[config.mk]
export PLATFORM = sky130hd
export DESIGN_NAME = tmds_rx_decoder
export DESIGN_NICKNAME = d
export VERILOG_FILES = /design/src/rtl/tmds_pkg.sv /design/src/rtl/tmds_word_align.sv /design/src/rtl/tmds_rx_decoder.sv
export SDC_FILE = /design/constraint.sdc
export NUM_CORES = 1
export LEC_CHECK = 0
export ABC_AREA = 0
export CORE_ASPECT_RATIO = 2
export CORE_MARGIN = 5
export CORE_UTILIZATION = 23
export CTS_BUF_LIST = sky130_fd_sc_hd__clkbuf_4 sky130_fd_sc_hd__clkbuf_8
export CTS_CLUSTER_DIAMETER = 200
export CTS_CLUSTER_SIZE = 20
export DETAILED_ROUTE_END_ITERATION = 10
export MAX_ROUTING_LAYER = met4
export SYNTH_ARGS = -nofsm -noshare
export SYNTH_HDL_FRONTEND = slang
export SYNTH_HIERARCHICAL = 1
export SYNTH_SLANG_ARGS = --single-unit
[constraint.sdc]
create_clock -name pixel_clk -period 2.2 [get_ports pixel_clk]
set_input_delay 0.33 -clock pixel_clk [delete_from_list [all_inputs] [get_ports pixel_clk]]
set_output_delay 0.33 -clock pixel_clk [all_outputs]
set_load 0.1 [all_outputs]
[src/rtl/tmds_pkg.sv]
// Shared TMDS definitions: control tokens, align FSM states and the
// 10b->8b data decode used by the receive channel.
package tmds_pkg;

    localparam logic [9:0] TOK_C00 = 10'h354;
    localparam logic [9:0] TOK_C01 = 10'h0AB;
    localparam logic [9:0] TOK_C10 = 10'h154;
    localparam logic [9:0] TOK_C11 = 10'h2AB;

    typedef enum logic [1:0] {
        ST_SEARCH    = 2'd0,
        ST_SLIP_WAIT = 2'd1,
        ST_LOCKED    = 2'd2
    } align_state_e;

    function automatic logic is_ctrl_token(input logic [9:0] w);
        logic hit;
        case (w)
            TOK_C00, TOK_C01, TOK_C10, TOK_C11: hit = 1'b1;
            default:                            hit = 1'b0;
        endcase
        return hit;
    endfunction

    function automatic logic [1:0] token_to_ctrl(input logic [9:0] w);
        logic [1:0] c;
        case (w)
            TOK_C00: c = 2'b00;
            TOK_C01: c = 2'b01;
            TOK_C10: c = 2'b10;
            TOK_C11: c = 2'b11;
            default: c = 2'b00;
        endcase
        return c;
    endfunction

    function automatic logic [9:0] ctrl_to_token(input logic [1:0] c);
        logic [9:0] w;
        case (c)
            2'b00:   w = TOK_C00;
            2'b01:   w = TOK_C01;
            2'b10:   w = TOK_C10;
            2'b11:   w = TOK_C11;
            default: w = TOK_C00;
        endcase
        return w;
    endfunction

    // Undo the optional inversion (bit 9), then the XOR/XNOR chain (bit 8).
    function automatic logic [7:0] tmds_decode(input logic [9:0] w);
        logic [7:0] q;
        logic [7:0] d;
        q    = w[9] ? ~w[7:0] : w[7:0];
        d[0] = q[0];
        for (int i = 1; i < 8; i++) begin
            d[i] = w[8] ? (q[i] ^ q[i-1]) : ~(q[i] ^ q[i-1]);
        end
        return d;
    endfunction

endpackage

[src/rtl/tmds_word_align.sv]
// Word-alignment FSM for one TMDS channel: searches for a run of control
// tokens, bitslips the deserializer when none is found, and tracks lock.
module tmds_word_align
    import tmds_pkg::*;
#(
    parameter int CTRL_RUN      = 16,
    parameter int SEARCH_WINDOW = 2048,
    parameter int SLIP_SETTLE   = 4,
    parameter int LOSS_TIMEOUT  = 4096
) (
    input  logic       clk_i,
    input  logic       rst_ni,
    input  logic       ctrl_tok_i,
    output logic       bitslip_o,
    output logic       locked_o,
    output logic       lock_next_o,
    output logic [3:0] slip_count_o
);

    localparam int RUN_W = (CTRL_RUN > 1)      ? $clog2(CTRL_RUN)      : 1;
    localparam int WIN_W = (SEARCH_WINDOW > 1) ? $clog2(SEARCH_WINDOW) : 1;
    localparam int SET_W = (SLIP_SETTLE > 1)   ? $clog2(SLIP_SETTLE)   : 1;
    localparam int SIL_W = (LOSS_TIMEOUT > 1)  ? $clog2(LOSS_TIMEOUT)  : 1;

    localparam logic [RUN_W-1:0] RUN_LAST = RUN_W'(CTRL_RUN - 1);
    localparam logic [WIN_W-1:0] WIN_LAST = WIN_W'(SEARCH_WINDOW - 1);
    localparam logic [SET_W-1:0] SET_LAST = SET_W'(SLIP_SETTLE - 1);
    localparam logic [SIL_W-1:0] SIL_LAST = SIL_W'(LOSS_TIMEOUT - 1);
    localparam logic [RUN_W-1:0] RUN_ONE  = RUN_W'(1);
    localparam logic [WIN_W-1:0] WIN_ONE  = WIN_W'(1);
    localparam logic [SET_W-1:0] SET_ONE  = SET_W'(1);
    localparam logic [SIL_W-1:0] SIL_ONE  = SIL_W'(1);

    align_state_e     state_q, state_d;
    logic [RUN_W-1:0] run_q, run_d;
    logic [WIN_W-1:0] win_q, win_d;
    logic [SET_W-1:0] settle_q, settle_d;
    logic [SIL_W-1:0] sil_q, sil_d;
    logic             bitslip_q, bitslip_d;
    logic             locked_q, locked_d;
    logic [3:0]       slip_cnt_q, slip_cnt_d;

    // Next-state logic: a completed token run beats an expiring window.
    always_comb begin
        state_d    = state_q;
        run_d      = run_q;
        win_d      = win_q;
        settle_d   = settle_q;
        sil_d      = sil_q;
        bitslip_d  = 1'b0;
        locked_d   = locked_q;
        slip_cnt_d = slip_cnt_q;
        case (state_q)
            ST_SEARCH: begin
                run_d = ctrl_tok_i ? (run_q + RUN_ONE) : {RUN_W{1'b0}};
                win_d = win_q + WIN_ONE;
                if (ctrl_tok_i && (run_q == RUN_LAST)) begin
                    state_d  = ST_LOCKED;
                    locked_d = 1'b1;
                    run_d    = {RUN_W{1'b0}};
                    win_d    = {WIN_W{1'b0}};
                    sil_d    = {SIL_W{1'b0}};
                end else if (win_q == WIN_LAST) begin
                    state_d    = ST_SLIP_WAIT;
                    bitslip_d  = 1'b1;
                    slip_cnt_d = (slip_cnt_q == 4'd9) ? 4'd0 : (slip_cnt_q + 4'd1);
                    settle_d   = {SET_W{1'b0}};
                end else begin
                    state_d = ST_SEARCH;
                end
            end
            ST_SLIP_WAIT: begin
                settle_d = settle_q + SET_ONE;
                if (settle_q == SET_LAST) begin
                    state_d  = ST_SEARCH;
                    run_d    = {RUN_W{1'b0}};
                    win_d    = {WIN_W{1'b0}};
                    settle_d = {SET_W{1'b0}};
                end else begin
                    state_d = ST_SLIP_WAIT;
                end
            end
            ST_LOCKED: begin
                if (ctrl_tok_i) begin
                    sil_d = {SIL_W{1'b0}};
                end else if (sil_q == SIL_LAST) begin
                    state_d    = ST_SEARCH;
                    locked_d   = 1'b0;
                    slip_cnt_d = 4'd0;
                    run_d      = {RUN_W{1'b0}};
                    win_d      = {WIN_W{1'b0}};
                    sil_d      = {SIL_W{1'b0}};
                end else begin
                    sil_d = sil_q + SIL_ONE;
                end
            end
            default: begin
                state_d  = ST_SEARCH;
                locked_d = 1'b0;
                run_d    = {RUN_W{1'b0}};
                win_d    = {WIN_W{1'b0}};
            end
        endcase
    end

    // State and counter registers.
    always_ff @(posedge clk_i) begin
        if (!rst_ni) begin
            state_q    <= ST_SEARCH;
            run_q      <= {RUN_W{1'b0}};
            win_q      <= {WIN_W{1'b0}};
            settle_q   <= {SET_W{1'b0}};
            sil_q      <= {SIL_W{1'b0}};
            bitslip_q  <= 1'b0;
            locked_q   <= 1'b0;
            slip_cnt_q <= 4'd0;
        end else begin
            state_q    <= state_d;
            run_q      <= run_d;
            win_q      <= win_d;
            settle_q   <= settle_d;
            sil_q      <= sil_d;
            bitslip_q  <= bitslip_d;
            locked_q   <= locked_d;
            slip_cnt_q <= slip_cnt_d;
        end
    end

    assign bitslip_o    = bitslip_q;
    assign locked_o     = locked_q;
    assign lock_next_o  = locked_d;
    assign slip_count_o = slip_cnt_q;

endmodule

[src/rtl/tmds_rx_decoder.sv]
// TMDS receive channel: word alignment plus registered 10b->8b decode of
// pixel data and control tokens.
module tmds_rx_decoder
    import tmds_pkg::*;
#(
    parameter int CTRL_RUN      = 16,
    parameter int SEARCH_WINDOW = 2048,
    parameter int SLIP_SETTLE   = 4,
    parameter int LOSS_TIMEOUT  = 4096
) (
    input  logic       pixel_clk,
    input  logic       rst,
    input  logic [9:0] din,
    output logic       bitslip,
    output logic       locked,
    output logic [3:0] slip_count,
    output logic       valid,
    output logic       de,
    output logic [7:0] dout,
    output logic [1:0] ctrl
);

    logic       ctrl_tok_s;
    logic [1:0] tok_ctrl_s;
    logic [7:0] data_s;
    logic       lock_next_s;

    logic       valid_q, valid_d;
    logic       de_q, de_d;
    logic [7:0] dout_q, dout_d;
    logic [1:0] ctrl_q, ctrl_d;

    assign ctrl_tok_s = is_ctrl_token(din);
    assign tok_ctrl_s = token_to_ctrl(din);
    assign data_s     = tmds_decode(din);

    tmds_word_align #(
        .CTRL_RUN      (CTRL_RUN),
        .SEARCH_WINDOW (SEARCH_WINDOW),
        .SLIP_SETTLE   (SLIP_SETTLE),
        .LOSS_TIMEOUT  (LOSS_TIMEOUT)
    ) u_align (
        .clk_i        (pixel_clk),
        .rst_ni       (rst),
        .ctrl_tok_i   (ctrl_tok_s),
        .bitslip_o    (bitslip),
        .locked_o     (locked),
        .lock_next_o  (lock_next_s),
        .slip_count_o (slip_count)
    );

    // Output qualifiers follow the next lock state so valid tracks locked.
    always_comb begin
        valid_d = lock_next_s;
        de_d    = 1'b0;
        dout_d  = 8'h00;
        ctrl_d  = ctrl_q;
        if (lock_next_s) begin
            if (ctrl_tok_s) begin
                ctrl_d = tok_ctrl_s;
            end else begin
                de_d   = 1'b1;
                dout_d = data_s;
            end
        end else begin
            ctrl_d = ctrl_q;
        end
    end

    // Output registers.
    always_ff @(posedge pixel_clk) begin
        if (!rst) begin
            valid_q <= 1'b0;
            de_q    <= 1'b0;
            dout_q  <= 8'h00;
            ctrl_q  <= 2'b00;
        end else begin
            valid_q <= valid_d;
            de_q    <= de_d;
            dout_q  <= dout_d;
            ctrl_q  <= ctrl_d;
        end
    end

    assign valid = valid_q;
    assign de    = de_q;
    assign dout  = dout_q;
    assign ctrl  = ctrl_q;

endmodule

Yosys cells after proc, flatten, opt, wreduce, memory -nomap -nowiden
Index checks and enable logic that the tools add are counted.
{ "word_totals": {"inputBits": 12, "regBits": 48, "output_inout_bits": 18, "elab_cells": 110} }
{ "classes": {"eq_ne": 17, "reduce_logical": 14, "mux": 45, "n_bitwise": 18, "addsub": 5} }
{ "op_table": {"columns": ["op", "n"], "rows": [
  ["$mux W11", 4],
  ["$mux W12", 3],
  ["$pmux W11 S3", 1],
  ["$mux W4", 8],
  ["$pmux W12 S2", 1],
  ["$eq A10 B10 Y1 const B", 2],
  ["$mux W1", 15],
  ["$add A12 B1 Y12 const B", 1],
  ["$eq A12 B12 Y1 const B", 1],
  ["$mux W2", 6],
  ["$pmux W2 S3", 2],
  ["$pmux W4 S3", 1],
  ["$add A11 B1 Y11 const B", 1],
  ["$eq A11 B11 Y1 const B", 1],
  ["$eq A10 B8 Y1 const B", 1],
  ["$eq A10 B9 Y1 const B", 1],
  ["$not A1 Y1", 10],
  ["$add A4 B1 Y4 const B", 2],
  ["$eq A4 B4 Y1 const B", 2],
  ["$mux W8", 1],
  ["$ne A2 B1 Y1 const B", 4],
  ["$not A8 Y8", 1],
  ["$pmux W4 S2", 1],
  ["$reduce_and A2 Y1", 4],
  ["14 further kinds", 25]
]} }

Depth between registers and ports, before layout
Gate-level depths: netlist (run 1).
{ "logic_depth": {"depth_word": 8, "depth_mapped": 12, "mapped_depth_nobuf": 12} }

By module
The synthesis (run 1) kept the hierarchy.
{ "modules_own_cells": {"columns": ["module", "cells_per_inst", "seq_area_each_um2", "area_per_inst_um2", "n_inst"], "rows": [
  ["tmds_word_align", 224, 740.7, 1825.5, 1],
  ["tmds_rx_decoder", 57, 240.2, 554.3, 1]
]} }

Worst setup path after synthesis (run 1)
Ideal clock, no wire load.
{ "synth_timing": {"kind": "input port to flip-flop", "start": "input port din[4]", "end": "register ctrl_q[1], in the netlist ctrl[1]", "setup_time_ns": 0.125, "stages": 12, "arrival_ns": 2.083, "path_slack_ns": -0.008, "n_path_buf": 0, "t_required_ns": 2.075, "cell_sequence": "inv_1 ha_1 and4bb_1 nand4_2 nand2_1 nand2b_1 nor4_1 nor2_1 o2bb2ai_1 nand2b_1 o22ai_1 o41a_1"} }
{ "synth_via": {"elab_chain_cells": 7, "elab_cells_between_ends": 12, "classes_between": "eq/ne (4); mux (5); reduce/logical (3)"} }
{ "synth_lines": {"columns": ["element", "line", "text"], "rows": [
  ["from (decl)", "tmds_rx_decoder.sv:13", "input logic [9:0] din,"],
  ["$eq A10 B10 Y1, or another cell as far along", "tmds_pkg.sv:18", "case (w)"],
  ["$reduce_or A4 Y1 (*)", "tmds_pkg.sv:18", null],
  ["$mux W1 (*)", "tmds_pkg.sv:18", null],
  ["via ctrl_tok_s", "tmds_rx_decoder.sv:23", "logic ctrl_tok_s;"],
  ["$logic_and A1 B1 Y1", "tmds_word_align.sv:57", "if (ctrl_tok_i && (run_q == RUN_LAST)) begin"],
  ["$mux W1", "tmds_word_align.sv:57", null],
  ["$pmux W1 S3 (*)", "tmds_word_align.sv:53", "case (state_q)"],
  ["via lock_next_s", "tmds_rx_decoder.sv:26", "logic lock_next_s;"],
  ["$reduce_and A2 Y1 (no source line) (*)", null, null],
  ["to (signal assigned)", "tmds_rx_decoder.sv:81", "ctrl_q <= ctrl_d;"],
  ["to (decl)", "tmds_rx_decoder.sv:31", "logic [1:0] ctrl_q, ctrl_d;"]
]} }
The timed path passes the listed nets; every way through them passes the cells marked *.
A chain may end at the register's enable or synchronous reset.

Final worst setup path (run 1)
Same ends and word-level chain as after synthesis.

==> metrics.txt, run 1 <==
# TYPE chip_impl_metric gauge
chip_impl_metric{name="ys_ff_latch",unit=""} 49
chip_impl_metric{name="clock_transition_at_the_registers_of_the_reported_paths",unit="ps"} 90
chip_impl_metric{name="crit_fanout",unit=""} 6
chip_impl_metric{name="cts-buffers-inserted",unit=""} 5
chip_impl_metric{name="post_synth.cell_area_avg",unit="µm²"} 8.47
chip_impl_metric{name="hold_violations",unit=""} 0
chip_impl_metric{name="synth-edff-count",unit=""} 0
chip_impl_metric{name="place_hpwl",unit="mm"} 4.68
chip_impl_metric{name="synth-warning-count",unit=""} 6
chip_impl_info{name="ys_top_cells_by_area",value="sky130_fd_sc_hd__dfxtp_1 (41%), sky130_fd_sc_hd__nor2_1 (7.6%), sky130_fd_sc_hd__xnor2_1 (5.5%), sky130_fd_sc_hd__ha_1 (4.2%), sky130_fd_sc_hd__nand2_1 (3.6%)"} 1
chip_impl_metric{name="slew-limit-headroom",unit="%"} 67.4
chip_impl_metric{name="vdd.ir_drop.worst",unit="mV"} 0.381
chip_impl_metric{name="critical_path.n_buffers_inverters",unit=""} 2
chip_impl_metric{name="boundaryPins",unit=""} 30
chip_impl_metric{name="clock_tree.htree_level_count",unit=""} 2
chip_impl_metric{name="areaGrowthSynthToFinish",unit="%"} 38.1
chip_impl_info{name="post-synth-top-area-cell",value="sky130_fd_sc_hd__dfxtp_1"} 1
chip_impl_metric{name="die-area",unit="µm²"} 12600
chip_impl_metric{name="cellPowerDensity",unit="nW/µm²"} 472
chip_impl_metric{name="pin_count_of_the_biggest_net_entering_global_routing",unit=""} 16
chip_impl_metric{name="fmax",unit="MHz"} 479
chip_impl_metric{name="finalWorstPathRequiredPeriod",unit="ps"} 2090
chip_impl_metric{name="netlist_instances",unit=""} 281
chip_impl_metric{name="die_w",unit="µm"} 81.9
chip_impl_info{name="slowest_stage",value="sky130_fd_sc_hd__o41a_1"} 1
chip_impl_metric{name="netlist.area_leader.share",unit="%"} 41.2
chip_impl_metric{name="crit_share_post_route",unit="%"} 95.0
chip_impl_metric{name="fp-row-count",unit=""} 52
chip_impl_metric{name="syn-cell-area",unit="µm²"} 2380
chip_impl_metric{name="port_buffers",unit=""} 29
chip_impl_metric{name="design.final.nets",unit=""} 372
chip_impl_metric{name="worstRegToRegCells",unit=""} 6
chip_impl_metric{name="timing.final.setup_violations",unit=""} 0
chip_impl_metric{name="cts_sinks",unit=""} 49
chip_impl_metric{name="grt_first_pass_wirelength",unit="mm"} 10.0
chip_impl_metric{name="grt_antenna_before_repair",unit=""} 0
chip_impl_info{name="run_status",value="completed"} 1
chip_impl_info{name="cts_tree",value="done"} 1
chip_impl_metric{name="detail-route-antenna-nets",unit=""} 0
chip_impl_metric{name="insertion_delay",unit="ps"} 310
chip_impl_metric{name="routed_wl",unit="mm"} 6.03
chip_impl_metric{name="timing_worst_slew_pin_value",unit="ps"} 487
chip_impl_metric{name="place_congestion",unit=""} 0.818
chip_impl_metric{name="design_power_total",unit="mW"} 1.55
chip_impl_metric{name="syn_nets",unit=""} 301
chip_impl_metric{name="synth_cell_types",unit=""} 47
chip_impl_info{name="hold_path.class",value="reg2reg"} 1
chip_impl_metric{name="final_cell_area",unit="µm²"} 3290
chip_impl_metric{name="maxCapViolCount",unit=""} 0
chip_impl_metric{name="global_route.overflow_total",unit=""} 0
chip_impl_metric{name="initialDrtViolationCount",unit=""} 125
chip_impl_metric{name="grt_usage",unit="%"} 10.3
chip_impl_metric{name="via_count",unit=""} 2253
chip_impl_metric{name="dpl-instance-area",unit="µm²"} 3060
chip_impl_metric{name="final_max_slew_viol_count",unit=""} 0
chip_impl_metric{name="min_delay_path_depth",unit=""} 1
chip_impl_metric{name="fillers",unit=""} 1110
chip_impl_metric{name="fin_worst_hold_slack",unit="ps"} 474
chip_impl_metric{name="clock_path_buffers",unit=""} 2
chip_impl_metric{name="diodes",unit=""} 0
chip_impl_metric{name="final.setup_skew",unit="ps"} 13.9
chip_impl_info{name="setup.worst_path.end_class",value="flop"} 1
chip_impl_info{name="ys.flop_type",value="sky130_fd_sc_hd__dfxtp_1"} 1
chip_impl_info{name="worstPathCellList",value="dlygate4sd2_1 > buf_4 > ha_1 > nand4_1 > nand2_2 > nand2b_4 > nor4_4 > nor2_2 > o2bb2ai_4 > nand2b_1 > o22ai_1 > o41a_1"} 1
chip_impl_metric{name="synthArstFlopShare",unit="%"} 0
chip_impl_metric{name="drc_errors",unit=""} 0
chip_impl_info{name="unrepaired_setup_endpoints_after_global_routing",value="no"} 1
chip_impl_info{name="critical_path.top_delay_family",value="simple AND/OR/NAND/NOR gates"} 1
chip_impl_metric{name="crit_arrival",unit="ps"} 2290
chip_impl_metric{name="ctsHoldBuffers",unit=""} 0
chip_impl_info{name="cts-root-buf",value="sky130_fd_sc_hd__clkbuf_8"} 1
chip_impl_info{name="worstSetupPathType",value="in2reg"} 1
chip_impl_metric{name="final_core_utilization",unit="%"} 32.4
chip_impl_metric{name="worstPathRequired",unit="ps"} 2400
chip_impl_metric{name="post_drt_via_cell_ratio",unit=""} 4.62
chip_impl_metric{name="fraction_of_final_layout_cells_sized_beyond_drive_strength_1",unit="%"} 26.9
chip_impl_metric{name="fp.coreArea",unit="µm²"} 10100
chip_impl_metric{name="route.detailed.wl_per_inst",unit="µm"} 12.4
chip_impl_metric{name="first_pass_iters",unit=""} 4
chip_impl_info{name="setup.worst_path.start_class",value="primary input"} 1
chip_impl_metric{name="power.static_leakage",unit="nW"} 1.38
chip_impl_metric{name="first_global_vias",unit=""} 2290
chip_impl_metric{name="totalNegativeSetupSlack",unit="ps"} 0
chip_impl_metric{name="effective_utilization_at_floorplan",unit="%"} 23.4
chip_impl_metric{name="die_height",unit="µm"} 154
chip_impl_metric{name="worstSetupPathDepth",unit=""} 12
chip_impl_metric{name="critical_path.max_stage_delay",unit="ps"} 300
chip_impl_metric{name="ys_seq_area_share",unit="%"} 41.2
path summary, 6_finish.rpt:
kind	startpoint	endpoint	slack [ps]
max	din[4]	ctrl[1]$_SDFFE_PN0P_	110
min	u_align/win_q[5]$_SDFFE_PN0P_	u_align/win_q[5]$_SDFFE_PN0P_	470
max reg2reg	u_align/win_q[0]$_SDFFE_PN0P_	u_align/slip_count_o[1]$_SDFFE_PN0P_	250
min reg2reg	u_align/win_q[5]$_SDFFE_PN0P_	u_align/win_q[5]$_SDFFE_PN0P_	470
layout by cell type (no fill, tap or decap), types with 2 or more instances in the layout:
master,synthesis,layout
sky130_fd_sc_hd__nand3_2,2,2
sky130_fd_sc_hd__or4_1,3,3
sky130_fd_sc_hd__dfxtp_1,49,49
sky130_fd_sc_hd__dlygate4sd2_1,0,6
sky130_fd_sc_hd__nor2b_1,6,5
sky130_fd_sc_hd__nor4_4,1,2
sky130_fd_sc_hd__xnor2_1,15,15
sky130_fd_sc_hd__and3_1,2,2
sky130_fd_sc_hd__nor3b_1,2,2
sky130_fd_sc_hd__dlymetal6s2s_1,0,2
sky130_fd_sc_hd__a31oi_1,9,9
sky130_fd_sc_hd__ha_1,8,8
sky130_fd_sc_hd__inv_1,9,9
sky130_fd_sc_hd__clkdlybuf4s50_1,0,3
sky130_fd_sc_hd__xor2_1,7,7
sky130_fd_sc_hd__buf_4,0,58
sky130_fd_sc_hd__o21ai_0,13,13
sky130_fd_sc_hd__a311oi_1,3,2
sky130_fd_sc_hd__o21a_1,2,2
sky130_fd_sc_hd__and2_1,3,2
sky130_fd_sc_hd__nand2_1,23,22
sky130_fd_sc_hd__clkbuf_8,0,5
sky130_fd_sc_hd__a22oi_1,3,3
sky130_fd_sc_hd__nand3_1,11,10
sky130_fd_sc_hd__buf_6,1,3
sky130_fd_sc_hd__nor2_2,0,5
sky130_fd_sc_hd__or2_2,2,2
sky130_fd_sc_hd__o31ai_1,2,2
sky130_fd_sc_hd__nand4_1,10,10
sky130_fd_sc_hd__nand3b_1,2,2
sky130_fd_sc_hd__a21oi_1,10,10
sky130_fd_sc_hd__nor2_1,48,43
sky130_fd_sc_hd__nand2b_1,7,6
layer usage:
layer  vias to the layer above  routed length (µm)  global-route usage (%)
met5                         -                   0                       -
met4                         0                 175                    5.39
met3                        14                 193                    1.58
met2                        39                3500                    19.5
met1                      1068                2170                    9.16
li1                       1132                   -                       -
state kept, by name, summed over array words and instances (netlist names):
| signal | count |
|---|---|
| u_align/locked_o | 1 |
| de | 1 |
| u_align/sil_q | 12 |
| ctrl | 2 |
| u_align/win_q | 11 |
| dout | 8 |
| u_align/state_q | 2 |
| valid | 1 |
| u_align/bitslip_o | 1 |
| u_align/slip_count_o | 4 |
| u_align/run_q | 4 |
| u_align/settle_q | 2 |
worst reg2reg max path, stage by stage (launching register included):
cell and delay (ps):
sky130_fd_sc_hd__dfxtp_1 420, sky130_fd_sc_hd__ha_1 230, sky130_fd_sc_hd__nand3_2 160, sky130_fd_sc_hd__nor4_4 410
sky130_fd_sc_hd__nand3_2 130, sky130_fd_sc_hd__or4_1 470, sky130_fd_sc_hd__o21ai_0 80
synth_stat cells, drive strengths merged (2+ instances only):
library cell and instances:
a21oi 10, a22oi 3, a311oi 3, a31oi 9
and2 3, and3 2, and4bb 2, clkbuf 7
dfxtp 49, ha 8, inv 9, nand2 23
nand2b 7, nand3 13, nand3b 2, nand4 11
nor2 48, nor2b 6, nor3 2, nor3b 2
nor4 3, o21a 2, o21ai 14, o31ai 2
or2 2, or4 3, xnor2 15, xor2 7
through the flow:
stage / setup WS, ps / cells
4_1_cts: 65.0 / 487
3_3_place_gp: -621 / 476
6_report: 111 / 488
2_1_floorplan: 21.0 / 281
5_1_grt: 2.54 / 488
3_5_place_dp: -645 / 476
power by group:
group	leakage [nW]	internal, mW	switching (mW)
combinational	0.934	0.0592	0.0493
clock	0.0490	0.239	0.305
sequential	0.395	0.891	0.00585
layout make-up:
cell class                 count  area (µm²)  share of cell area [%]
multi-input combinational    215        1440                    43.7
sequential                    49         981                    29.9
timing repair buffer          72         577                    17.6
tap                          135         169                    5.14
clock buffer                   6        76.3                    2.32
inverter                       9        33.8                    1.03
clock inverter                 2        13.8                   0.419
cells by family after synthesis:
kind of cell,share of synthesized area (%)
flops,41.2
compound gates,13.5
xor+xnor,8.10
fa+ha+maj,4.21
buf+inv,3.00
simple gates,30.0
timing repair:
item                       in CTS  in global routing
setup endpoints to repair      43                 23
resized for setup              24                  6
buffers inserted                3                  1
pin swaps                      11                  3
No activity file was read; power rests on OpenSTA's default activity.
==> inputs of run 2 (changes only) <==
- DONT_BUFFER_PORTS: unset -> 1
==> run 2 against run 1 <==
Core utilization shrank 3.5 points. Power shrank 1.5%. Via count decreased by 4.5%. Routed wire length decreased by 5.7%. Largest power group unchanged.
==> metrics.txt, run 2 (synthesis gave the netlist of run 1 again) <==
# TYPE chip_impl_metric gauge
chip_impl_metric{name="power.switching_fraction",unit="%"} 22.8
chip_impl_metric{name="fillers",unit=""} 1140
chip_impl_metric{name="fp.coreArea",unit="µm²"} 10100
chip_impl_metric{name="effective_utilization_at_floorplan",unit="%"} 23.4
chip_impl_metric{name="cts_sinks",unit=""} 49
chip_impl_metric{name="power.static_leakage",unit="nW"} 1.19
chip_impl_metric{name="global_route.overflow_total",unit=""} 0
chip_impl_metric{name="vdd.ir_drop.worst",unit="mV"} 0.459
chip_impl_metric{name="clock_tree.htree_level_count",unit=""} 2
chip_impl_metric{name="design.final.nets",unit=""} 341
chip_impl_metric{name="die-area",unit="µm²"} 12600
chip_impl_metric{name="grt_first_pass_wirelength",unit="mm"} 9.73
chip_impl_metric{name="crit_share_post_route",unit="%"} 93.7
chip_impl_metric{name="timing.final.setup_violations",unit=""} 0
chip_impl_metric{name="via_count",unit=""} 2152
chip_impl_metric{name="hold_violations",unit=""} 0
chip_impl_metric{name="areaGrowthSynthToFinish",unit="%"} 23.3
chip_impl_metric{name="slew-limit-headroom",unit="%"} 72.6
chip_impl_metric{name="finalWorstPathRequiredPeriod",unit="ps"} 2060
chip_impl_metric{name="boundaryPins",unit=""} 30
chip_impl_metric{name="post-place-ws",unit="ps"} -190
chip_impl_metric{name="power.internal",unit="mW"} 1.18
chip_impl_metric{name="final_max_slew_viol_count",unit=""} 0
chip_impl_metric{name="pin_count_of_the_biggest_net_entering_global_routing",unit=""} 21
chip_impl_metric{name="cts-buffers-inserted",unit=""} 5
chip_impl_metric{name="port_buffers",unit=""} 0
chip_impl_metric{name="cellPowerDensity",unit="nW/µm²"} 520
chip_impl_metric{name="fraction_of_final_layout_cells_sized_beyond_drive_strength_1",unit="%"} 19.3
chip_impl_metric{name="final_cell_area",unit="µm²"} 2940
chip_impl_info{name="worstSetupPathType",value="in2reg"} 1
chip_impl_metric{name="dpl-instance-area",unit="µm²"} 2830
chip_impl_metric{name="clock_path_buffers",unit=""} 2
chip_impl_metric{name="maxCapViolCount",unit=""} 0
chip_impl_metric{name="final.setup_skew",unit="ps"} 14.9
chip_impl_metric{name="final_core_utilization",unit="%"} 28.9
chip_impl_metric{name="ctsHoldBuffers",unit=""} 0
chip_impl_info{name="most-common-layout-cells",value="sky130_fd_sc_hd__dfxtp_1 (49), sky130_fd_sc_hd__nor2_1 (48), sky130_fd_sc_hd__buf_4 (41), sky130_fd_sc_hd__nand2_1 (23), sky130_fd_sc_hd__xnor2_1 (15)"} 1
chip_impl_metric{name="insertion_delay",unit="ps"} 320
chip_impl_metric{name="routed_wl",unit="mm"} 5.69
chip_impl_metric{name="groute.layer.met3.usage",unit="%"} 1.99
chip_impl_metric{name="crit_fanout",unit=""} 6
chip_impl_metric{name="initialDrtViolationCount",unit=""} 83
chip_impl_metric{name="clock_power_share",unit="%"} 37.5
chip_impl_metric{name="place_hpwl",unit="mm"} 4.49
chip_impl_info{name="cts-root-buf",value="sky130_fd_sc_hd__clkbuf_8"} 1
chip_impl_metric{name="use_met1",unit="%"} 8.65
chip_impl_info{name="setup.worst_path.start_class",value="primary input"} 1
chip_impl_metric{name="post_drt_via_cell_ratio",unit=""} 4.71
chip_impl_metric{name="power.switching",unit="mW"} 0.349
chip_impl_info{name="hold_path.class",value="in2reg"} 1
chip_impl_info{name="top_register",value="u_align/sil_q"} 1
chip_impl_info{name="unrepaired_setup_endpoints_after_global_routing",value="no"} 1
chip_impl_metric{name="fmax",unit="MHz"} 485
chip_impl_metric{name="diodes",unit=""} 0
chip_impl_metric{name="gr-usage-met2",unit="%"} 19.2
chip_impl_info{name="cts_tree",value="done"} 1
chip_impl_metric{name="die_w",unit="µm"} 81.9
chip_impl_metric{name="p_seq_share",unit="%"} 58.7
chip_impl_metric{name="route.detailed.wl_per_inst",unit="µm"} 12.5
chip_impl_info{name="grt-busiest-layer",value="met2"} 1
chip_impl_metric{name="worstPathRequired",unit="ps"} 2430
chip_impl_metric{name="grt_antenna_before_repair",unit=""} 0
chip_impl_metric{name="fin_worst_hold_slack",unit="ps"} 141
chip_impl_info{name="layout_commonest_cell",value="sky130_fd_sc_hd__dfxtp_1"} 1
chip_impl_metric{name="fp-row-count",unit=""} 52
chip_impl_metric{name="final_critical_path_setup_slack",unit="ps"} 138
chip_impl_metric{name="die_height",unit="µm"} 154
chip_impl_metric{name="place_congestion",unit=""} 0.783
chip_impl_info{name="run_status",value="completed"} 1
chip_impl_metric{name="clock_transition_at_the_registers_of_the_reported_paths",unit="ps"} 100
chip_impl_metric{name="detail-route-antenna-nets",unit=""} 0
chip_impl_metric{name="number_of_flip_flops_under_the_largest_register_name",unit=""} 12
chip_impl_metric{name="combinationalPowerShare",unit="%"} 3.8
chip_impl_metric{name="first_pass_iters",unit=""} 4
chip_impl_metric{name="timing_worst_slew_pin_value",unit="ps"} 410
chip_impl_metric{name="drc_errors",unit=""} 0
chip_impl_info{name="setup.worst_path.end_class",value="flop"} 1
chip_impl_metric{name="first_global_vias",unit=""} 2202
chip_impl_metric{name="grt_usage",unit="%"} 10.0
chip_impl_metric{name="crit_arrival",unit="ps"} 2290
[run 2: metrics by stage]
stage,TNS (ps),instances,total power [mW]
floorplan,0,281,0.973
global placement,-731,449,0.977
detailed placement,-2140,449,0.976
CTS,0,457,1.55
global route,0,457,1.59
finish,0,457,1.53
[run 2: cell type report]
type | instances | area, µm² | area share, %
clock buffers | 6 | 82.6 | 2.81
clock inverters | 2 | 13.8 | 0.469
inverters | 9 | 33.8 | 1.15
multi-input cells | 215 | 1350 | 45.9
flip-flops and latches | 49 | 981 | 33.4
well taps | 135 | 169 | 5.75
repair buffers | 41 | 308 | 10.5
[run 2: repair_timing]
item | CTS | global route
setup endpoints to repair | 0 | 6
setup buffers | 0 | 0
resized for setup | 0 | 1
[run 2: power by group through the flow]
stage / sequential (mW) / combinational (mW) / clock, mW
final: 0.896 / 0.0579 / 0.573
after global routing: 0.897 / 0.0650 / 0.631
after CTS: 0.896 / 0.0590 / 0.593
after detailed placement: 0.917 / 0.0587 / 0
after global placement: 0.917 / 0.0601 / 0
after floorplan: 0.916 / 0.0566 / 0
[run 2: worst max-delay path, stage by stage]
cell and delay [ps]:
sky130_fd_sc_hd__inv_1 20, sky130_fd_sc_hd__ha_1 170, sky130_fd_sc_hd__and4bb_1 200, sky130_fd_sc_hd__nand4_2 90, sky130_fd_sc_hd__nand2_1 130, sky130_fd_sc_hd__buf_4 170
sky130_fd_sc_hd__a41oi_2 290, sky130_fd_sc_hd__nand2b_1 170, sky130_fd_sc_hd__buf_4 190, sky130_fd_sc_hd__nor2_1 150, sky130_fd_sc_hd__a31oi_1 110, sky130_fd_sc_hd__a311oi_1 250
[run 2: per-layer routing]
layer	routed length (µm)	share of wire, %
met1	1970	35
met2	3340	59
met3	247	4.3
met4	138	2.4
met5	0	0
[run 2: final timing paths]
kind | startpoint | endpoint | slack (ps) | depth (start not counted)
max | din[4] | u_align/win_q[8]$_SDFFE_PN0P_ | 140 | 12
min reg2reg | u_align/settle_q[0]$_SDFFE_PN0P_ | u_align/settle_q[0]$_SDFFE_PN0P_ | 480 | 1
min | rst | u_align/locked_o$_SDFF_PN0_ | 140 | 1
max reg2reg | u_align/win_q[0]$_SDFFE_PN0P_ | u_align/slip_count_o[1]$_SDFFE_PN0P_ | 280 | 6
==> inputs of run 3 (changes only) <==
- CORE_UTILIZATION: 23 -> 59
- PLACE_DENSITY: unset -> 0.78
==> run 3 against run 2 <==
Design area down 5.7%. Setup slack better by 84 ps. Clock skew down 3.5 ps. Clock-buffer cell count down 1. Sequential share of layout area up 2.0 points. Critical path depth down 2. First-iteration DRC count down 53%. Combinational power up 1%. Power down 6.0%.
==> metrics.txt, run 3 (synthesis gave the netlist of run 1 again) <==
# TYPE chip_impl_metric gauge
chip_impl_info{name="run_status",value="completed"} 1
chip_impl_metric{name="post_drt_via_cell_ratio",unit=""} 5.69
chip_impl_metric{name="via_count",unit=""} 2077
chip_impl_metric{name="fmax",unit="MHz"} 506
chip_impl_metric{name="drc_errors",unit=""} 0
chip_impl_metric{name="fp-row-count",unit=""} 32
chip_impl_metric{name="power.switching",unit="mW"} 0.303
chip_impl_info{name="layout_commonest_cell",value="sky130_fd_sc_hd__dfxtp_1"} 1
chip_impl_metric{name="grt_usage",unit="%"} 21.3
chip_impl_metric{name="vdd.ir_drop.worst",unit="mV"} 0.572
chip_impl_metric{name="global_route.overflow_total",unit=""} 0
chip_impl_metric{name="die-area",unit="µm²"} 5480
chip_impl_metric{name="clock_path_buffers",unit=""} 2
chip_impl_metric{name="first_pass_iters",unit=""} 4
chip_impl_metric{name="routed_wl",unit="mm"} 5.07
chip_impl_info{name="setup.worst_path.start_class",value="primary input"} 1
chip_impl_metric{name="timing.final.setup_violations",unit=""} 0
chip_impl_info{name="timing.rr.start",value="u_align/win_q[0]$_SDFFE_PN0P_"} 1
chip_impl_metric{name="fillers",unit=""} 328
chip_impl_metric{name="hold_violations",unit=""} 0
chip_impl_metric{name="clock_tree.htree_level_count",unit=""} 2
chip_impl_metric{name="cts-buffers-inserted",unit=""} 5
chip_impl_metric{name="pin_count_of_the_biggest_net_entering_global_routing",unit=""} 21
chip_impl_info{name="crit_start",value="din[4]"} 1
chip_impl_metric{name="first_global_vias",unit=""} 2052
chip_impl_metric{name="totalNegativeSetupSlack",unit="ps"} 0
chip_impl_metric{name="fraction_of_final_layout_cells_sized_beyond_drive_strength_1",unit="%"} 17.5
chip_impl_metric{name="maxCapViolCount",unit=""} 0
chip_impl_metric{name="power.static_leakage",unit="nW"} 1.15
chip_impl_metric{name="clock_transition_at_the_registers_of_the_reported_paths",unit="ps"} 90
chip_impl_metric{name="p_seq_share",unit="%"} 62.4
chip_impl_metric{name="power.internal",unit="mW"} 1.13
chip_impl_metric{name="final_critical_path_setup_slack",unit="ps"} 222
chip_impl_metric{name="route.detailed.wl_per_inst",unit="µm"} 13.9
chip_impl_metric{name="combinationalPowerShare",unit="%"} 4.1
chip_impl_metric{name="areaGrowthSynthToFinish",unit="%"} 16.3
chip_impl_info{name="most-common-layout-cells",value="sky130_fd_sc_hd__dfxtp_1 (49), sky130_fd_sc_hd__nor2_1 (48), sky130_fd_sc_hd__buf_4 (35), sky130_fd_sc_hd__nand2_1 (23), sky130_fd_sc_hd__xnor2_1 (15)"} 1
chip_impl_metric{name="clock_power_share",unit="%"} 33.5
chip_impl_metric{name="port_buffers",unit=""} 0
chip_impl_metric{name="effective_utilization_at_floorplan",unit="%"} 61.3
chip_impl_metric{name="grt_first_pass_wirelength",unit="mm"} 8.66
chip_impl_metric{name="final_max_slew_viol_count",unit=""} 0
chip_impl_metric{name="number_of_flip_flops_under_the_largest_register_name",unit=""} 12
chip_impl_metric{name="diodes",unit=""} 0
chip_impl_metric{name="boundaryPins",unit=""} 30
chip_impl_info{name="top_register",value="u_align/sil_q"} 1
chip_impl_info{name="hp-start",value="rst"} 1
chip_impl_info{name="setup.worst_path.end_class",value="flop"} 1
chip_impl_metric{name="min_delay_path_depth",unit=""} 1
chip_impl_info{name="cts-root-buf",value="sky130_fd_sc_hd__clkbuf_8"} 1
chip_impl_metric{name="place_hpwl",unit="mm"} 3.88
chip_impl_metric{name="crit_arrival",unit="ps"} 2170
chip_impl_info{name="cts_tree",value="done"} 1
chip_impl_metric{name="finalWorstPathRequiredPeriod",unit="ps"} 1980
chip_impl_metric{name="critical_path.max_stage_delay",unit="ps"} 510
chip_impl_info{name="worstPathCellList",value="inv_1 > ha_1 > and4bb_1 > nand4_2 > nand2_1 > a41oi_2 > nor3_1 > and4_1 > xnor2_1 > nor2_1"} 1
chip_impl_metric{name="worstRegToRegCells",unit=""} 6
chip_impl_metric{name="detail-route-antenna-nets",unit=""} 0
chip_impl_info{name="unrepaired_setup_endpoints_after_global_routing",value="no"} 1
chip_impl_metric{name="post-place-ws",unit="ps"} -193
chip_impl_metric{name="fp.coreArea",unit="µm²"} 3880
chip_impl_metric{name="design.final.nets",unit=""} 335
chip_impl_metric{name="cellPowerDensity",unit="nW/µm²"} 518
chip_impl_metric{name="worstPathRequired",unit="ps"} 2390
chip_impl_info{name="slowest_stage",value="sky130_fd_sc_hd__nor3_1"} 1
chip_impl_metric{name="initialDrtViolationCount",unit=""} 39
chip_impl_metric{name="place_congestion",unit=""} 0.810
chip_impl_metric{name="die_w",unit="µm"} 54.9
chip_impl_metric{name="final_core_utilization",unit="%"} 71.3
chip_impl_metric{name="crit_fanout",unit=""} 6
chip_impl_metric{name="cts_sinks",unit=""} 49
chip_impl_info{name="hold_path.class",value="in2reg"} 1
chip_impl_metric{name="crit_share_post_route",unit="%"} 89.9
chip_impl_metric{name="timing_worst_slew_pin_value",unit="ps"} 605
chip_impl_metric{name="power.switching_fraction",unit="%"} 21.1
chip_impl_info{name="worstSetupPathType",value="in2reg"} 1
chip_impl_metric{name="slew-limit-headroom",unit="%"} 59.3
chip_impl_metric{name="insertion_delay",unit="ps"} 290
chip_impl_metric{name="final.setup_skew",unit="ps"} 11.4
chip_impl_metric{name="grt_antenna_before_repair",unit=""} 0
chip_impl_metric{name="die_height",unit="µm"} 99.8
-- run 3: worst max-delay path, delay by kind of cell --
family / cells / cell delay [ps]
AND/OR/NAND/NOR: 6 / 1370
buffers and inverters: 1 / 40
adder cells (fa/ha/maj): 1 / 130
XOR/XNOR: 1 / 110
AO/OA/AOI/OAI: 1 / 190
-- run 3: per-layer routing --
layer	share of wire [%]	routed length [µm]	GRT usage, %	vias to the layer above
li1	-	-	-	1058
met5	0	0	-	-
met3	2.6	133	3.57	4
met2	57	2900	37.9	30
met4	1.0	53	6.55	0
met1	39	1990	22.9	985
-- run 3: power groups by stage --
stage / clock [mW] / combinational, mW / sequential (mW)
2_1_floorplan: 0 / 0.0566 / 0.916
3_3_place_gp: 0 / 0.0579 / 0.917
3_5_place_dp: 0 / 0.0591 / 0.917
4_1_cts: 0.491 / 0.0595 / 0.896
5_1_grt: 0.538 / 0.0667 / 0.897
6_report: 0.480 / 0.0587 / 0.896
-- run 3: cell type report --
type                            instances  area [µm²]  area share, %
Multi-Input combinational cell        215        1350           48.9
Sequential cell                        49         981           35.4
Timing Repair Buffer                   35         263           9.49
Clock buffer                            5        68.8           2.49
Tap cell                               51        63.8           2.31
Inverter                                9        33.8           1.22
Clock inverter                          1        5.00          0.181
-- run 3: what timing repair did --
action,in CTS,in global routing
resized for setup,0,2
hold buffers,0,0
setup endpoints to repair,0,9
buffers inserted,0,0
-- run 3: worst paths after layout --
check             slack (ps)                                   end
setup / recovery         220         u_align/sil_q[6]$_SDFFE_PN0P_
hold / removal           170           u_align/locked_o$_SDFF_PN0_
setup reg to reg         240  u_align/slip_count_o[1]$_SDFFE_PN0P_
hold reg to reg          460         u_align/win_q[5]$_SDFFE_PN0P_
-- run 3: metrics by stage --
stage	total power [mW]	cell area, µm²	hold slack, ps	std cells
after CTS	1.45	2760	161	365
final	1.43	2770	169	365
after global placement	0.975	2680	447	359
after detailed placement	0.976	2680	458	359
after floorplan	0.973	2390	429	281
after global routing	1.50	2770	154	365
